[config.mk]
export PLATFORM = sky130hd
export DESIGN_NAME = simple_mmap_axil_master
export DESIGN_NICKNAME = d
export VERILOG_FILES = /design/src/rtl/simple_mmap_axil_master.sv
export SDC_FILE = /design/constraint.sdc
export NUM_CORES = 1
export LEC_CHECK = 0
export CAP_MARGIN = 10
export CORE_UTILIZATION = 35
export DETAILED_ROUTE_END_ITERATION = 8
export PLACE_DENSITY = 0.73
export SYNTH_ARGS = -nofsm -noshare
export SYNTH_HDL_FRONTEND = slang
export SYNTH_SLANG_ARGS = --single-unit
[constraint.sdc]
create_clock -name m00_axi_aclk -period 1.5 [get_ports m00_axi_aclk]
set_clock_uncertainty 0.05 [all_clocks]
set_input_delay 0.3 -clock m00_axi_aclk [delete_from_list [all_inputs] [get_ports m00_axi_aclk]]
set_output_delay 0.3 -clock m00_axi_aclk [all_outputs]
set_load 0.01 [all_outputs]
[src/rtl/simple_mmap_axil_master.sv]
// AXI4-Lite initiator: turns one local register command into a single AXI-Lite
// read or write and returns one response pulse. One transaction in flight.
module simple_mmap_axil_master #(
    parameter int unsigned C_M00_AXI_ADDR_WIDTH = 4,
    parameter int unsigned C_M00_AXI_DATA_WIDTH = 32
) (
    input  logic                                m00_axi_aclk,
    input  logic                                m00_axi_aresetn,
    input  logic                                cmd_valid,
    output logic                                cmd_ready,
    input  logic                                cmd_write,
    input  logic [C_M00_AXI_ADDR_WIDTH-1:0]     cmd_addr,
    input  logic [C_M00_AXI_DATA_WIDTH-1:0]     cmd_wdata,
    input  logic [C_M00_AXI_DATA_WIDTH/8-1:0]   cmd_wstrb,
    output logic                                rsp_valid,
    output logic                                rsp_write,
    output logic [C_M00_AXI_DATA_WIDTH-1:0]     rsp_rdata,
    output logic [1:0]                          rsp_resp,
    output logic [C_M00_AXI_ADDR_WIDTH-1:0]     m00_axi_awaddr,
    output logic                                m00_axi_awvalid,
    input  logic                                m00_axi_awready,
    output logic [C_M00_AXI_DATA_WIDTH-1:0]     m00_axi_wdata,
    output logic [C_M00_AXI_DATA_WIDTH/8-1:0]   m00_axi_wstrb,
    output logic                                m00_axi_wvalid,
    input  logic                                m00_axi_wready,
    input  logic [1:0]                          m00_axi_bresp,
    input  logic                                m00_axi_bvalid,
    output logic                                m00_axi_bready,
    output logic [C_M00_AXI_ADDR_WIDTH-1:0]     m00_axi_araddr,
    output logic                                m00_axi_arvalid,
    input  logic                                m00_axi_arready,
    input  logic [C_M00_AXI_DATA_WIDTH-1:0]     m00_axi_rdata,
    input  logic [1:0]                          m00_axi_rresp,
    input  logic                                m00_axi_rvalid,
    output logic                                m00_axi_rready
);

    localparam int unsigned AW = C_M00_AXI_ADDR_WIDTH;
    localparam int unsigned DW = C_M00_AXI_DATA_WIDTH;
    localparam int unsigned SW = DW / 8;

    // Registers are 32-bit aligned; the two byte-offset bits are always cleared.
    localparam logic [AW-1:0] ADDR_MASK = ~(AW'(3));

    localparam logic [2:0] S_IDLE   = 3'd0;
    localparam logic [2:0] S_WRITE  = 3'd1;
    localparam logic [2:0] S_WAIT_B = 3'd2;
    localparam logic [2:0] S_READ   = 3'd3;
    localparam logic [2:0] S_WAIT_R = 3'd4;

    logic [2:0]    state_q,     state_d;
    logic          cmd_ready_q, cmd_ready_d;
    logic [AW-1:0] addr_q,      addr_d;
    logic [DW-1:0] wdata_q,     wdata_d;
    logic [SW-1:0] wstrb_q,     wstrb_d;
    logic          awvalid_q,   awvalid_d;
    logic          wvalid_q,    wvalid_d;
    logic          bready_q,    bready_d;
    logic          arvalid_q,   arvalid_d;
    logic          rready_q,    rready_d;
    logic          rsp_valid_q, rsp_valid_d;
    logic          rsp_write_q, rsp_write_d;
    logic [DW-1:0] rsp_rdata_q, rsp_rdata_d;
    logic [1:0]    rsp_resp_q,  rsp_resp_d;

    // State and output registers; reset lands in IDLE with only cmd_ready set.
    always_ff @(posedge m00_axi_aclk or negedge m00_axi_aresetn) begin
        if (!m00_axi_aresetn) begin
            state_q     <= S_IDLE;
            cmd_ready_q <= 1'b1;
            addr_q      <= '0;
            wdata_q     <= '0;
            wstrb_q     <= '0;
            awvalid_q   <= 1'b0;
            wvalid_q    <= 1'b0;
            bready_q    <= 1'b0;
            arvalid_q   <= 1'b0;
            rready_q    <= 1'b0;
            rsp_valid_q <= 1'b0;
            rsp_write_q <= 1'b0;
            rsp_rdata_q <= '0;
            rsp_resp_q  <= '0;
        end else begin
            state_q     <= state_d;
            cmd_ready_q <= cmd_ready_d;
            addr_q      <= addr_d;
            wdata_q     <= wdata_d;
            wstrb_q     <= wstrb_d;
            awvalid_q   <= awvalid_d;
            wvalid_q    <= wvalid_d;
            bready_q    <= bready_d;
            arvalid_q   <= arvalid_d;
            rready_q    <= rready_d;
            rsp_valid_q <= rsp_valid_d;
            rsp_write_q <= rsp_write_d;
            rsp_rdata_q <= rsp_rdata_d;
            rsp_resp_q  <= rsp_resp_d;
        end
    end

    // Next-state and next-output logic.
    always_comb begin
        state_d     = state_q;
        addr_d      = addr_q;
        wdata_d     = wdata_q;
        wstrb_d     = wstrb_q;
        awvalid_d   = awvalid_q;
        wvalid_d    = wvalid_q;
        bready_d    = bready_q;
        arvalid_d   = arvalid_q;
        rready_d    = rready_q;
        rsp_valid_d = 1'b0;
        rsp_write_d = rsp_write_q;
        rsp_rdata_d = rsp_rdata_q;
        rsp_resp_d  = rsp_resp_q;

        case (state_q)
            S_IDLE: begin
                if (cmd_valid && cmd_ready_q) begin
                    addr_d = cmd_addr & ADDR_MASK;
                    if (cmd_write) begin
                        wdata_d   = cmd_wdata;
                        wstrb_d   = cmd_wstrb;
                        awvalid_d = 1'b1;
                        wvalid_d  = 1'b1;
                        state_d   = S_WRITE;
                    end else begin
                        arvalid_d = 1'b1;
                        state_d   = S_READ;
                    end
                end
            end
            S_WRITE: begin
                // AW and W complete independently, in any order.
                awvalid_d = awvalid_q && !m00_axi_awready;
                wvalid_d  = wvalid_q && !m00_axi_wready;
                if ((!awvalid_q || m00_axi_awready) && (!wvalid_q || m00_axi_wready)) begin
                    bready_d = 1'b1;
                    state_d  = S_WAIT_B;
                end
            end
            S_WAIT_B: begin
                if (m00_axi_bvalid) begin
                    bready_d    = 1'b0;
                    rsp_valid_d = 1'b1;
                    rsp_write_d = 1'b1;
                    rsp_rdata_d = '0;
                    rsp_resp_d  = m00_axi_bresp;
                    state_d     = S_IDLE;
                end
            end
            S_READ: begin
                if (m00_axi_arready) begin
                    arvalid_d = 1'b0;
                    rready_d  = 1'b1;
                    state_d   = S_WAIT_R;
                end
            end
            S_WAIT_R: begin
                if (m00_axi_rvalid) begin
                    rready_d    = 1'b0;
                    rsp_valid_d = 1'b1;
                    rsp_write_d = 1'b0;
                    rsp_rdata_d = m00_axi_rdata;
                    rsp_resp_d  = m00_axi_rresp;
                    state_d     = S_IDLE;
                end
            end
            default: begin
                state_d = S_IDLE;
            end
        endcase

        cmd_ready_d = (state_d == S_IDLE);
    end

    assign cmd_ready       = cmd_ready_q;
    assign rsp_valid       = rsp_valid_q;
    assign rsp_write       = rsp_write_q;
    assign rsp_rdata       = rsp_rdata_q;
    assign rsp_resp        = rsp_resp_q;
    assign m00_axi_awaddr  = addr_q;
    assign m00_axi_awvalid = awvalid_q;
    assign m00_axi_wdata   = wdata_q;
    assign m00_axi_wstrb   = wstrb_q;
    assign m00_axi_wvalid  = wvalid_q;
    assign m00_axi_bready  = bready_q;
    assign m00_axi_araddr  = addr_q;
    assign m00_axi_arvalid = arvalid_q;
    assign m00_axi_rready  = rready_q;

endmodule

# Word level (Yosys, flattened, before mapping)
# Index checks and enable logic that the tools add are counted.
# Widths: inputs -> output; s select.
# totals
inputBits	85
ff_bits	83
output_inout_bits	86
elab_cells	81
# op_classes
n_eq_ne	11
reduce_logical	24
mux	32
# op_table
cell	n
$mux 32	2
$pmux 32 s2	1
$mux 3	5
$pmux 3 s5	1
$reduce_and 3->1	5
$ne 2x2->1 const B	7
$pmux 1 s2	7
$mux 1	12
$reduce_bool 2->1	5
$eq 3x2->1 const B	2
$logic_not 3->1	2
$mux 2	3
$logic_and 1x1->1	4
$logic_not 1->1	4
$pmux 2 s2	1
$reduce_and 4->1	1
$eq 3x1->1 const B	1
$eq 3x3->1 const B	1
$logic_or 1x1->1	2
$reduce_and 2->1	1

# Longest topological paths before layout
# Gate-level depths: netlist (run 1).
# logic_depth
ltp_word	6
depth_mapped	6
ltp_nobuf	3

# Worst setup path before layout (run 1)
# Ideal clock, no wire load.
# synth_path
kind	register to register
from	register cmd_ready_q (netlist: cmd_ready)
to	register wdata_q[0] (netlist: m00_axi_wdata[0])
period_less_slack_ns	1.577
slack_ns	-0.077
n_path_buf	2
required_ns	1.325
path_stages_with_launch	6
t_arrival_ns	1.402
setup_time_ns	0.125
path_cell_list	dfstp_2 and2b_1 nand4_1 buf_4 buf_6 mux2_4
# synth_between
elab_chain_len	2
# synth_rtl
element	line	text
from (decl)	52	logic cmd_ready_q, cmd_ready_d;
from (signal assigned)	85	cmd_ready_q <= cmd_ready_d;
$logic_and 1x1->1	119	if (cmd_valid && cmd_ready_q) begin
$reduce_and 3->1 (no line)	-	
to (signal assigned)	87	wdata_q <= wdata_d;
to (decl)	54	logic [DW-1:0] wdata_q, wdata_d;
# No other way between the ends.
# A chain may end at the register's enable or synchronous reset.

# Worst setup path in the final report (run 1)
# layout_path
from	register cmd_ready_q (netlist: cmd_ready)
to	register wstrb_q[2] (netlist: m00_axi_wstrb[2])
# layout_between
elab_chain_len	2
# layout_rtl
element	line	text
$logic_and 1x1->1	119	
$reduce_and 3->1 (no line)	-	
to (signal assigned)	88	wstrb_q <= wstrb_d;
to (decl)	55	logic [SW-1:0] wstrb_q, wstrb_d;
# No other way between the ends.

==> flow_summary.yaml, run 1 <==
status:
  status: "finished with violations"
  violations: "setup timing"
logic_synthesis:
  yosys_warnings: 0
  synth_top_family_by_area: "multiplexers"
  synth_mux_area_frac: 0.236
  synth_compound_gate_area_share: 0.0312
  synth-simple-area-share: 0.0727
  synth_area_per_cell_um2: 12.9
  syn_inst: 282
  yosys.cell_types.count: 33
  async_flop_share: 1.00
  synthAdderAreaFrac: 0
  synth_edf_count: 0
  synth_xor_area_frac: 0
  synth_seq_cells: 83
  synth_area_um2: 3650
  synth_ff_type: "dfrtp_1"
  ys_seq_area_frac: 0.569
sta:
  worstMarginPinSlew_ns: 0.526
  fin_crit_sh: 1.07
  fin_ws_ns: -0.108
  drv_slew: 0
  final-hold-violation-count: 0
  period_minus_slack_ns: 1.61
  rsz0062_at_grt: "true"
  hold-worst-slack_ns: 0.414
  setup_viol: 49
  fmax_mhz: 622
  relSlewSlack: 0.650
routing:
  wl_met3_um: 677
  drt-initial-drc-count: 95
  wl_met1_um: 3760
  top_layer_used: "met4"
  drt-total-wl_um: 9240
  vias_per_cell: 4.53
  routedWlPerCell_um: 15.1
  drc_errors: 0
  dr.pass1.iters: 4
  ant_nets: 0
  wl_met2_um: 4660
  dr_total_vias: 2779
power:
  combPwrFrac: 0.427
  clkPwrFrac: 0.202
  total_power_mw: 9.42
  vdd_ir_drop_max_mv: 0.803
  p_int_mw: 6.52
  net-switching-power_mw: 2.91
  p_leak_nw: 2.80
  p_per_area_nw_per_um2: 1590
  switching_share: 0.308
  p_seq_frac: 0.371
cts:
  ctsRootBufferMaster: "clkbuf_8"
  cts_max_path_buffers: 2
  ctsHtreeMaxLevel: 3
  cts_tree: "done"
  clk_pin_slew_worst_paths_ns: 0.09
  clk_latency_ns: 0.34
  numCtsBuffers: 9
  clock-sinks: 83
cells_and_area:
  drive_above_1_share: 0.220
  fin_nets: 561
  final_cell_mix: "clkdlybuf4s50_1 (81), dlygate4sd2_1 (81), dfrtp_1 (80)"
  fillers: 874
  fin_area_um2: 5940
  multi_input_area_um2: 1310
  antenna_cells: 0
  area.growth.synth_to_final_pct: 62.8
  regArea_um2: 2080
critical_path:
  ff2ff_path_depth: 5
  crit_path_cell_trace: "and2b_1, nand4_1, buf_6, clkbuf_16, mux2_4"
  path_max_fanout: 6
  cp-end-kind: "register"
  reg2reg_slack_ns: -0.11
  crit_slowest_cell: "dfstp_2"
  worstPathRequired_ns: 1.67
  r2r_start: "cmd_ready$_DFF_PN1_"
  critPathMaxStageDelay_ns: 0.53
  worstSetupPathType: "register to register"
  crit_arrival_ns: 1.78
  worstSetupStartpointType: "register"
  timing.rr.end: "m00_axi_wstrb[2]$_DFFE_PN0P_"
die:
  start_util: 0.367
  die_height_um: 104
  core_area_um2: 9950
  rows: 36
  fp.dieW_um: 104
  die_area_um2: 10800
  io_pins: 171
place:
  gp_congestion: 0.798
  dpl_cell_area_um2: 5490
  hpwl_um: 6300
  dp_slack_ns: -0.322
  port_buffers: 164
grt:
  antenna_found_initial: 0
  grt_pass1_vias: 2950
  grt_max_degree: 43
  grt_pass1_wl_um: 14600
  grt_util_all_layers: 0.169
  overflow: 0
hold_path:
  hold_path_class: "input port to async pin"
run:
  max_cap_violations: 0
## flip-flops by register name, summed over array words and instances (netlist names)
register         cells
cmd_ready            1
m00_axi_araddr       2
m00_axi_arvalid      1
m00_axi_awvalid      1
m00_axi_bready       1
m00_axi_rready       1
m00_axi_wdata       32
m00_axi_wstrb        4
m00_axi_wvalid       1
rsp_rdata           32
rsp_resp             2
rsp_valid            1
rsp_write            1
state_q              3
## repair_timing
item | 4_1_cts | 5_1_grt
endpoints found under the setup margin | 152 | 75
pin swaps | 2 | 6
gates cloned | 2 | 5
resized for setup | 95 | 22
hold buffers | 1 | 0
hold endpoints to repair | 48 | 0
buffers inserted | 7 | 2
## worst max-delay path by stage
stage                              start                       endpoint  slack [ns]  cells after the start
floorplan            cmd_ready$_DFF_PN1_   m00_axi_wdata[0]$_DFFE_PN0P_       -0.05                      5
finish               cmd_ready$_DFF_PN1_   m00_axi_wstrb[2]$_DFFE_PN0P_       -0.11                      5
CTS                 state_q[2]$_DFF_PN0_  m00_axi_wdata[17]$_DFFE_PN0P_       -0.11                      5
global route        state_q[2]$_DFF_PN0_   m00_axi_wstrb[2]$_DFFE_PN0P_       -0.15                      5
detailed placement        m00_axi_bvalid      rsp_rdata[15]$_DFFE_PN0P_       -0.32                      6
global placement          m00_axi_bvalid        rsp_resp[0]$_DFFE_PN0P_       -0.26                      5
## synth_stat cells, drive strengths merged (2+ instances only)
library cell,count,share of area
mux2,42,0.15
a31oi,3,0.0051
o21ai,4,0.0055
nand2,36,0.037
mux2i,32,0.088
nor2,2,0.0041
dfrtp,82,0.56
nand3b,3,0.0062
inv,35,0.036
nand4b,2,0.0048
a22oi,2,0.0041
clkbuf,2,0.0021
buf,18,0.052
nand2b,4,0.0069
o2bb2ai,2,0.0048
## final cells by class
type | count | area share
clock inverters | 5 | 0.0173
well taps | 133 | 0.0280
repair buffers | 200 | 0.341
inverters | 35 | 0.0221
multi-input cells | 147 | 0.220
flip-flops and latches | 83 | 0.350
clock buffers | 11 | 0.0221
## cell families after synthesis
logic type             after synthesis
multiplexers                        74
AO/OA/AOI/OAI                       16
other                                1
buffers and inverters               55
AND/OR/NAND/NOR                     53
flip-flops                          83
## critical path: cells and delay by family (launching register included)
family	cells	cell delay, ns
buf+inv	2	0.35
simple gates	2	0.27
mux	1	0.29
flops	1	0.53
## per-layer routing
layer | GRT usage | up-vias
li1 | - | 1306
met1 | 0.202 | 1337
met2 | 0.284 | 124
met3 | 0.0520 | 12
met4 | 0.0633 | 0
met5 | 0 | -
## through the flow
stage / cells / utilization / setup TNS (ns)
after CTS: 608 / 0.580 / -2.96
after global routing: 614 / 0.597 / -7.27
final: 614 / 0.597 / -2.92
after detailed placement: 582 / 0.551 / -17.60
after floorplan: 285 / - / -0.879
after global placement: 582 / 0.551 / -15.43
## power by group through the flow
stage	clock (mW)	sequential, mW	combinational [mW]
final	1.90	3.50	4.02
after global placement	0	3.53	4.14
after floorplan	0	3.86	1.73
after detailed placement	0	3.56	4.22
after CTS	1.96	3.50	3.89
after global routing	2.05	3.60	4.31
Note: power is estimated with default switching activity, not from simulation.
==> run 2: changes to the inputs <==
- CORE_ASPECT_RATIO: not set -> 1.1
- RECOVER_POWER: not set -> 100
==> flow_summary.yaml, run 2 (same netlist as run 1, synthesis figures left out) <==
sta:
  worstMarginPinSlew_ns: 0.567
  fmax_mhz: 626
  rsz0062_at_grt: "true"
  fin_crit_sh: 1.06
  relSlewSlack: 0.622
  final-hold-violation-count: 0
  drv_slew: 0
  period_minus_slack_ns: 1.60
  setup_viol: 41
  fin_ws_ns: -0.0970
  finalSetupTns_ns: -2.24
routing:
  drt-total-wl_um: 8920
  drc_errors: 0
  vias_per_cell: 4.66
  dr_total_vias: 2777
  routedWlPerCell_um: 15.0
  drt-initial-drc-count: 102
  ant_nets: 0
  dr.pass1.iters: 4
die:
  start_util: 0.366
  rows: 38
  fp.dieW_um: 99.4
  die_area_um2: 10800
  io_pins: 171
  core_area_um2: 9980
  die_height_um: 109
cells_and_area:
  final_cell_mix: "clkdlybuf4s50_1 (81), dlygate4sd2_1 (81), dfrtp_1 (79)"
  antenna_cells: 0
  area.growth.synth_to_final_pct: 58.5
  regArea_um2: 2080
  drive_above_1_share: 0.206
  fillers: 871
  multi_input_area_um2: 1290
  fin_nets: 556
  fin_util: 0.580
hold_path:
  hold_path_class: "input port to async pin"
power:
  p_per_area_nw_per_um2: 1610
  total_power_mw: 9.30
  p_leak_nw: 2.73
  vdd_ir_drop_max_mv: 0.979
cts:
  clk_latency_ns: 0.34
  cts_max_path_buffers: 2
  ctsRootBufferMaster: "clkbuf_8"
  clock-sinks: 83
  numCtsBuffers: 9
  clk_pin_slew_worst_paths_ns: 0.08
  ctsHtreeMaxLevel: 3
  cts_tree: "done"
critical_path:
  worstSetupStartpointType: "register"
  path_delay_family: "flip-flops"
  cp-end-kind: "register"
  path_max_fanout: 12
  ff2ff_path_depth: 5
  crit_path_cell_trace: "and2b_1, nand4_1, buf_6, buf_16, mux2_4"
  crit_arrival_ns: 1.78
  critPathMaxStageDelay_ns: 0.53
  worstSetupPathType: "register to register"
  path_buf_inv: 2
  worstPathRequired_ns: 1.68
  crit_slowest_cell: "dfstp_2"
  reg2reg_slack_ns: -0.1
  r2r_start: "cmd_ready$_DFF_PN1_"
  timing.rr.end: "m00_axi_wdata[28]$_DFFE_PN0P_"
status:
  status: "finished with violations"
  violations: "setup timing"
grt:
  grt_util_all_layers: 0.169
  grt_max_degree: 37
  antenna_found_initial: 0
  overflow: 0
  grt_pass1_wl_um: 14200
  grt_pass1_vias: 3011
place:
  port_buffers: 164
  hpwl_um: 6500
  gp_congestion: 0.787
run:
  max_cap_violations: 0
## run 2: worst max path at each step
stage	start	end	depth (start not counted)	slack [ns]
2_1_floorplan	cmd_ready$_DFF_PN1_	m00_axi_wdata[0]$_DFFE_PN0P_	5	-0.05
3_3_place_gp	m00_axi_bvalid	rsp_resp[0]$_DFFE_PN0P_	5	-0.26
3_5_place_dp	m00_axi_bvalid	rsp_rdata[7]$_DFFE_PN0P_	6	-0.28
4_1_cts	state_q[2]$_DFF_PN0_	m00_axi_wdata[14]$_DFFE_PN0P_	5	-0.11
5_1_grt	cmd_ready$_DFF_PN1_	m00_axi_wdata[0]$_DFFE_PN0P_	5	-0.17
6_report	cmd_ready$_DFF_PN1_	m00_axi_wdata[28]$_DFFE_PN0P_	5	-0.1
## run 2: per-layer routing
metal	vias up	part of all wire	GRT usage
met1	1355	0.41	0.200
met4	0	0.021	0.0861
met3	15	0.076	0.0532
met2	114	0.50	0.278
li1	1293	-	-
met5	-	0	0
## run 2: worst reg2reg max path, cell delays in order (launching register included)
cell and delay (ns):
dfstp_2 0.53, and2b_1 0.16, nand4_1 0.11, buf_6 0.17, buf_16 0.16, mux2_4 0.31
## run 2: metrics by stage
stage	hold WS [ns]	cells	setup WS (ns)	area, um^2
2_1_floorplan	-0.0456	285	-0.0463	3680
5_1_grt	0.427	596	-0.166	5790
3_3_place_gp	0.163	573	-0.259	5510
3_5_place_dp	0.171	573	-0.277	5510
4_1_cts	0.332	595	-0.107	5750
6_report	0.430	596	-0.0970	5790
## run 2: power breakdown
group	leakage [nW]	total, mW	switching [mW]	internal, mW
clock network	0.123	1.93	0.787	1.15
logic	1.57	3.88	1.63	2.25
registers	1.04	3.49	0.442	3.04
total	2.73	9.30	2.86	6.44
## run 2: final cells by class
| cell class | instances | area share |
|---|---|---|
| inverter | 35 | 0.0227 |
| multi-input combinational | 147 | 0.223 |
| clock inverter | 5 | 0.0173 |
| tap | 120 | 0.0259 |
| sequential | 83 | 0.360 |
| clock buffer | 11 | 0.0244 |
| timing repair buffer | 195 | 0.327 |
## run 2: what timing repair did
action	CTS	global route
gates cloned	2	2
buffers inserted	3	0
gates resized for setup	93	12
hold buffers	1	0
pin swaps	1	2
hold endpoints to repair	18	0
setup endpoints to repair	142	74
